===== config.mk =====
export PLATFORM = sky130hd
export DESIGN_NAME = commit_trace_serializer
export DESIGN_NICKNAME = d
export VERILOG_FILES = /design/src/rtl/commit_trace_serializer.sv
export SDC_FILE = /design/constraint.sdc
export NUM_CORES = 2
export LEC_CHECK = 0
export ABC_CLOCK_PERIOD_IN_PS = 14100
export CORE_AREA = 10 10 393 395
export DETAILED_ROUTE_END_ITERATION = 8
export DIE_AREA = 0 0 403 405
export HOLD_SLACK_MARGIN = 0.02
export PLACE_DENSITY_LB_ADDON = 0.1
export SYNTH_ARGS = -nofsm -noshare
export SYNTH_HDL_FRONTEND = slang
export SYNTH_SLANG_ARGS = --single-unit

===== constraint.sdc =====
create_clock -name clk_i -period 14.1 [get_ports clk_i]
set_input_delay 2.82 -clock clk_i [delete_from_list [all_inputs] [get_ports clk_i]]
set_output_delay 2.82 -clock clk_i [all_outputs]
set_load 0.02 [all_outputs]

===== src/rtl/commit_trace_serializer.sv =====
// Dual-lane retirement to single-record trace stream: FIFO buffers commits in program order,
// an emit FSM replays one record per pulse followed by a guaranteed low gap.
module commit_trace_serializer #(
  parameter int unsigned DEPTH      = 8,
  parameter int unsigned GAP_CYCLES = 1
) (
  input  logic        clk_i,
  input  logic        rst_ni,
  input  logic [1:0]  commit_valid_i,
  input  logic [63:0] commit_pc_i,
  input  logic [63:0] commit_instr_i,
  input  logic [9:0]  commit_rd_i,
  input  logic [63:0] commit_rd_data_i,
  input  logic [1:0]  commit_is_load_i,
  input  logic [1:0]  commit_is_store_i,
  input  logic [1:0]  commit_is_float_i,
  input  logic [3:0]  commit_mem_size_i,
  input  logic [63:0] commit_mem_addr_i,
  input  logic [63:0] commit_mem_data_i,
  input  logic [9:0]  commit_fflags_i,
  output logic        ready_o,
  output logic        overflow_o,
  output logic        valid_o,
  output logic [31:0] pc_o,
  output logic [31:0] instr_o,
  output logic [4:0]  reg_addr_o,
  output logic [31:0] reg_data_o,
  output logic        is_load_o,
  output logic        is_store_o,
  output logic        is_float_o,
  output logic [1:0]  mem_size_o,
  output logic [31:0] mem_addr_o,
  output logic [31:0] mem_data_o,
  output logic [31:0] fpu_flags_o,
  output logic [31:0] emitted_cnt_o
);

  localparam int unsigned PtrW = $clog2(DEPTH);
  localparam int unsigned CntW = PtrW + 1;
  localparam int unsigned GapW = (GAP_CYCLES > 1) ? $clog2(GAP_CYCLES) : 1;

  typedef struct packed {
    logic [31:0] pc;
    logic [31:0] instr;
    logic [4:0]  rd;
    logic [31:0] rd_data;
    logic        is_load;
    logic        is_store;
    logic        is_float;
    logic [1:0]  mem_size;
    logic [31:0] mem_addr;
    logic [31:0] mem_data;
    logic [4:0]  fflags;
  } rec_t;

  typedef enum logic [1:0] {StIdle, StEmit, StGap} state_e;

  rec_t              lane_rec [2];
  rec_t              mem_q [DEPTH];
  rec_t              rec_q;
  logic [PtrW-1:0]   wr_ptr_q, rd_ptr_q;
  logic [CntW-1:0]   count_q, count_d, n_push;
  logic [GapW-1:0]   gap_q, gap_d;
  logic [31:0]       emitted_q;
  logic              overflow_q;
  state_e            state_q, state_d;
  logic              rdy, accept, pop;

  always_comb begin
    for (int l = 0; l < 2; l++) begin
      lane_rec[l].pc       = commit_pc_i[32*l +: 32];
      lane_rec[l].instr    = commit_instr_i[32*l +: 32];
      lane_rec[l].rd       = commit_rd_i[5*l +: 5];
      lane_rec[l].rd_data  = commit_rd_data_i[32*l +: 32];
      lane_rec[l].is_load  = commit_is_load_i[l];
      lane_rec[l].is_store = commit_is_store_i[l];
      lane_rec[l].is_float = commit_is_float_i[l];
      lane_rec[l].mem_size = commit_mem_size_i[2*l +: 2];
      lane_rec[l].mem_addr = commit_mem_addr_i[32*l +: 32];
      lane_rec[l].mem_data = commit_mem_data_i[32*l +: 32];
      lane_rec[l].fflags   = commit_fflags_i[5*l +: 5];
    end
  end

  // Two free slots guarantee a whole dual-lane group fits; a same-cycle pop is not credited.
  assign rdy     = rst_ni && (count_q <= CntW'(DEPTH - 2));
  assign accept  = rdy && (|commit_valid_i);
  assign n_push  = accept ? (CntW'(commit_valid_i[0]) + CntW'(commit_valid_i[1])) : '0;
  assign pop     = (count_q != '0) &&
                   ((state_q == StIdle) || ((state_q == StGap) && (gap_q == '0)));
  assign count_d = count_q + n_push - CntW'(pop);

  always_ff @(posedge clk_i) begin
    if (accept) begin
      if (commit_valid_i[0]) mem_q[wr_ptr_q] <= lane_rec[0];
      if (commit_valid_i[1]) begin
        mem_q[commit_valid_i[0] ? wr_ptr_q + PtrW'(1) : wr_ptr_q] <= lane_rec[1];
      end
    end
  end

  always_comb begin
    state_d = state_q;
    gap_d   = gap_q;
    unique case (state_q)
      StIdle: if (pop) state_d = StEmit;
      StEmit: begin
        state_d = StGap;
        gap_d   = GapW'(GAP_CYCLES - 1);
      end
      StGap: begin
        // Last gap cycle chains straight into the next pop to keep a 1+GAP_CYCLES period.
        if (gap_q == '0) state_d = pop ? StEmit : StIdle;
        else             gap_d   = gap_q - GapW'(1);
      end
      default: state_d = StIdle;
    endcase
  end

  always_ff @(posedge clk_i or negedge rst_ni) begin
    if (!rst_ni) begin
      state_q    <= StIdle;
      gap_q      <= '0;
      wr_ptr_q   <= '0;
      rd_ptr_q   <= '0;
      count_q    <= '0;
      rec_q      <= '0;
      emitted_q  <= '0;
      overflow_q <= 1'b0;
    end else begin
      state_q    <= state_d;
      gap_q      <= gap_d;
      count_q    <= count_d;
      wr_ptr_q   <= wr_ptr_q + PtrW'(n_push);
      overflow_q <= overflow_q | ((|commit_valid_i) & ~rdy);
      if (pop) begin
        rec_q     <= mem_q[rd_ptr_q];
        rd_ptr_q  <= rd_ptr_q + PtrW'(1);
        emitted_q <= emitted_q + 32'd1;
      end
    end
  end

  assign ready_o       = rdy;
  assign overflow_o    = overflow_q;
  assign valid_o       = (state_q == StEmit);
  assign pc_o          = rec_q.pc;
  assign instr_o       = rec_q.instr;
  assign reg_addr_o    = rec_q.rd;
  assign reg_data_o    = rec_q.rd_data;
  assign is_load_o     = rec_q.is_load;
  assign is_store_o    = rec_q.is_store;
  assign is_float_o    = rec_q.is_float;
  assign mem_size_o    = rec_q.mem_size;
  assign mem_addr_o    = rec_q.mem_addr;
  assign mem_data_o    = rec_q.mem_data;
  assign fpu_flags_o   = {27'b0, rec_q.fflags};
  assign emitted_cnt_o = emitted_q;

endmodule


== After elaboration in Yosys (flattened, before gate mapping) ==
Memories as Yosys holds them, arrays and structs flattened. A register that Yosys moved wholly into a read port is not among the register bits.
Cells that the tools add are included.
Storage, ports and cells
  bits of input ports: 354
  memories: 1
  memory bits (writable): 1400
  register bits after elaboration: 46
  output and inout bits: 237
  logic and storage cells: 50
Cells by class
  $lt $le $gt $ge: 1
  reductions and logical operators: 11
  mux-type cells: 14
  bitwise logic cells: 4
  equality and inequality tests: 4
  add/sub/neg operators: 8
Memories
  mem_q: words 8, bits a word 175, rd ports 1, clocked after Yosys merged registers in 1, wr ports 2, line 59  | rec_t mem_q [DEPTH];
Operators by type and width (count)
  $add 32x1->32 const B: 1
  $mux 1: 8
  $add 3x1->3 const B: 2
  $mux 2: 3
  $pmux 2 s3: 1
  $add 4x2->4: 1
  $le 4x3->1 const B: 1
  $logic_and 1x1->1: 4
  $ne 2x2->1 const B: 2
  $reduce_bool 4->1: 1
  $sub 4x1->4: 1
  $add 3x2->3: 1
  $mux 3: 1
  $add 1x1->2: 1
  $eq 2x1->1 const B: 1
  $eq 2x2->1 const B: 1
  $logic_not 2->1: 1
  $not 1->1: 2
  $pmux 1 s2: 1
  $reduce_and 2->1: 1
  $reduce_bool 2->1: 1
  $reduce_or 2->1: 1
  $and 1x1->1: 1
  $logic_not 1->1: 1
  other kinds (3): 3

== Longest topological paths before layout ==
  word-level depth: 7
  gate-level depth with buffers: 12
  mapped depth without buffers: 11

== Worst setup path before layout ==
Ideal clock, no wire load.
  path kind: input -> register
  start: input commit_valid_i[0]
  end: memory mem_q[0][0] (netlist name), enable pin
  path buffers: 0
  slack: -3.397 ns
  setup time: 0.975 ns
  stages: 5
  arrival: 16.522 ns
  path through: inv_1 ha_1 a2111oi_4 nand2_1 o32ai_1
RTL lines
  from (decl): line 9  | input logic [1:0] commit_valid_i,
  to (decl): line 59

==> summary.md <==
| Metric | Value |
|---|---|
| Outcome | `completed` |
| Max clock buf depth | `3` |
| Effective utilization at floorplan | `52.7%` |
| Clock latency on the worst-skew pair | `0.80 ns` |
| Critical path type | `in -> reg` |
| Root buffer cell | `clkbuf_16` |
| Antenna viol nets, final | `0` |
| Netlist cell types | `40` |
| Vias | `42500` |
| DR DRC count | `0` |
| Yosys warning count | `0` |
| Max_cap viols | `0` |
| Rel. slew slack | `24.2%` |
| Crit path max fanout | `47` |
| Routed wire per std cell | `29.7 um` |
| Cts repair resizes | `0` |
| CP peak stage delay | `0.82 ns` |
| Port Buffers | `563` |
| Avg Cell Area, Syn | `17.6 um^2` |
| Final period util | `52.0%` |
| IR drop worst, VDD | `0.000210 V` |
| Fraction of layout cells with a size suffix above 1 | `41.2%` |
| Least-Margin Pin Slew | `1.14 ns` |
| Startpoint types | `primary input` |
| FP Rows | `141` |
| CTS buffer count | `175` |
| Reg clk slew, reported paths | `0.06 ns` |
| Synthesized cell area | `77300 um^2` |
| Post-DR vias/cell | `6.05` |
| Synth-to-Final Area Change | `17.0%` |
| Hold Path Depth | `1` |
| Cts hold-fix bufs | `0` |
| Min-Delay Path Class | `reg -> reg` |
| RePlAce Congestion | `0.790` |
| Grt ovf | `0` |
| Worst path arrival time | `7.87 ns` |
| Io pins | `591` |
| Htree depth | `4` |
| Post-synth top area share | `54.4%` |
| Drt pass-1 iters | `7` |
| Post-Route WL | `208 mm` |
| Fill cells | `10800` |
| Commonest non-fill, non-tap cell in the layout | `edfxtp_1` |
| First-pass GRT wire length | `308 mm` |
| Flops & latches, synth | `1620` |
| Clock Sinks | `1620` |
| Aggregate negative setup slack | `0 ns` |
| Reg2Reg Depth | `8` |
| Endpoint class of the critical path | `register` |
| Core box area | `147000 um^2` |
| Min-delay src | `state_q[1]$_DFFE_PN0P_` |
| R2r startpoint | `wr_ptr_q[2]$_DFF_PN0_` |
| Largest area contributor in the netlist | `edfxtp_1` |
| CP required | `14.64 ns` |
| Overall global routing resource usage | `25.3%` |
| R2r setup slk | `8.87 ns` |
| Min cycle time layout | `7.33 ns` |
| Horiz. Die Dim | `403 um` |
| Pins Over Slew Limit | `0` |
| 1st-iter DRT viols | `3432` |
| Seq/Total Area, Yosys | `61.5%` |
| R2R Path End | `mem_q[2][127]$_DFFE_PP_` |
| Area occupied by multi-input gates | `28400 um^2` |
| RSZ-0062 raised after global routing | `false` |
| Hold EP | `state_q[1]$_DFFE_PN0P_` |
| Most frequent cells in the layout | `edfxtp_1 (1400), mux2_2 (1384), clkdlybuf4s50_1 (562), mux4_2 (350), dfrtp_1 (217)` |
| Pwr/cell area | `175 nW/um^2` |
| Min Hold Slack | `0.432 ns` |
| Storage cell area | `47600 um^2` |
| DP HPWL | `115 mm` |
| Die height | `405 um` |
| Crit path top cell by count | `buf_4` |
| CP max-delay cell | `buf_4` |
| Initial antenna violation count | `84` |
| Worst path cell trace | `clkdlybuf4s50_1 > nand2_1 > xnor2_1 > nand2_1 > nor2_4 > buf_4 > buf_4 > buf_4 > mux2_2` |
| Buffer count from post-CTS setup fixing | `0` |
| Maximum clock rate | `0.136 GHz` |
| Synth area leaders | `edfxtp_1 (54%), mux2_2 (20%), mux4_2 (10%), dfrtp_1 (7.1%), mux2i_1 (2.3%)` |
| Tot Pwr | `15900 uW` |
| Leak Pwr | `0.0303 uW` |
| Die area | `163000 um^2` |
| Largest net degree at the start of global routing | `177` |
| Layout Nets | `5277` |
| Final Hold Viols | `0` |
| # setup viols final | `0` |
| Fin Clk Skew | `0.0241 ns` |
| CTS tree | `yes` |
| Number of global-route vias before repair | `45200` |
| Cells after synthesis | `4388` |
critical path: cells and delay by family:
kind | cells | cell delay [ns]
xor+xnor | 1 | 0.59
buf+inv | 4 | 2.86
mux | 1 | 0.41
simple gates | 3 | 1.08
power by group:
group          switching [uW]  internal [uW]
combinational            2650           2350
clock                    1890           2610
sequential                410           5960
worst max-delay path by stage:
stage               cells after the start  slack, ns         startpoint                      to
detailed placement                      9       6.03  commit_valid_i[0]  mem_q[7][75]$_DFFE_PP_
floorplan                               5      -3.40  commit_valid_i[0]   mem_q[0][0]$_DFFE_PP_
finish                                  9       6.77  commit_valid_i[0]  mem_q[7][88]$_DFFE_PP_
global route                            9       6.64  commit_valid_i[0]  mem_q[7][81]$_DFFE_PP_
CTS                                     9       6.87  commit_valid_i[0]  mem_q[7][81]$_DFFE_PP_
global placement                        9       6.08  commit_valid_i[0]  mem_q[7][92]$_DFFE_PP_
flip-flops by register name, summed over array words and instances (netlist names), 4 cells and up:
register,count
mem_addr_o,32
reg_data_o,32
count_q,4
fpu_flags_o,5
instr_o,32
emitted_cnt_o,32
reg_addr_o,5
mem_data_o,32
pc_o,32
mem_q,1400
routing by layer:
layer / global-route usage, % / wire, um / vias up
li1: - / - / 18600
met1: 33.1 / 85700 / 22200
met2: 41.8 / 103000 / 1216
met3: 6.49 / 14800 / 348
met4: 7.27 / 4580 / 84
met5: 0 / 555 / -
Yosys cell counts:
| master | instances |
|---|---|
| and2_1 | 3 |
| buf_1 | 37 |
| clkbuf_1 | 91 |
| conb_1 | 1 |
| mux2i_1 | 175 |
| nand4b_1 | 1 |
| ha_1 | 13 |
| a22o_1 | 2 |
| nor3b_1 | 1 |
| nor4_2 | 1 |
| nand4_1 | 7 |
| and3_1 | 5 |
| and4_1 | 4 |
| a2111oi_4 | 1 |
| nand3_1 | 14 |
| mux2_1 | 18 |
| nand2_1 | 24 |
| nor4_1 | 4 |
| a21o_1 | 1 |
| nor2_1 | 186 |
| xor2_1 | 14 |
| a41o_1 | 2 |
| edfxtp_1 | 1400 |
| o21bai_1 | 3 |
| o2bb2ai_1 | 1 |
| o31ai_1 | 2 |
| a21oi_1 | 178 |
| nor3_1 | 6 |
| buf_2 | 128 |
| buf_6 | 10 |
| nor2b_1 | 4 |
| buf_4 | 51 |
| mux4_2 | 350 |
| o32ai_1 | 2 |
| nand2b_1 | 1 |
| xnor2_1 | 24 |
| inv_1 | 17 |
| mux2_2 | 1384 |
| fa_1 | 2 |
| dfrtp_1 | 220 |
stage by stage:
step	utilization, %	cells	setup WS, ns	instance area, um^2
2_1_floorplan	-	4414	-3.40	77400
3_3_place_gp	57.7	6661	6.08	84800
3_5_place_dp	57.7	6661	6.03	84800
4_1_cts	61.6	6986	6.87	90400
5_1_grt	61.6	7009	6.64	90400
6_report	61.6	7022	6.77	90400
layout make-up:
| cell class | instances | share of cell area [%] |
|---|---|---|
| antenna | 36 | 0.0996 |
| clock buffer | 263 | 5.66 |
| clock inverter | 62 | 0.534 |
| inverter | 17 | 0.0706 |
| multi-input combinational | 2460 | 31.4 |
| sequential | 1620 | 52.6 |
| tap | 1930 | 2.67 |
| timing repair buffer | 634 | 7.02 |
kinds of logic after synthesis:
kind of cell               share of synthesized area [%]
muxes                                               32.9
DFF                                                 61.5
buffers and inverters                               2.17
and+or+nand+nor                                     1.43
AOI/OAI and AO/OA                                   1.33
xor gates and xnor gates                           0.430
adders and majority gates                          0.262
other                                            0.00485
(Power assumes the default switching activity.)
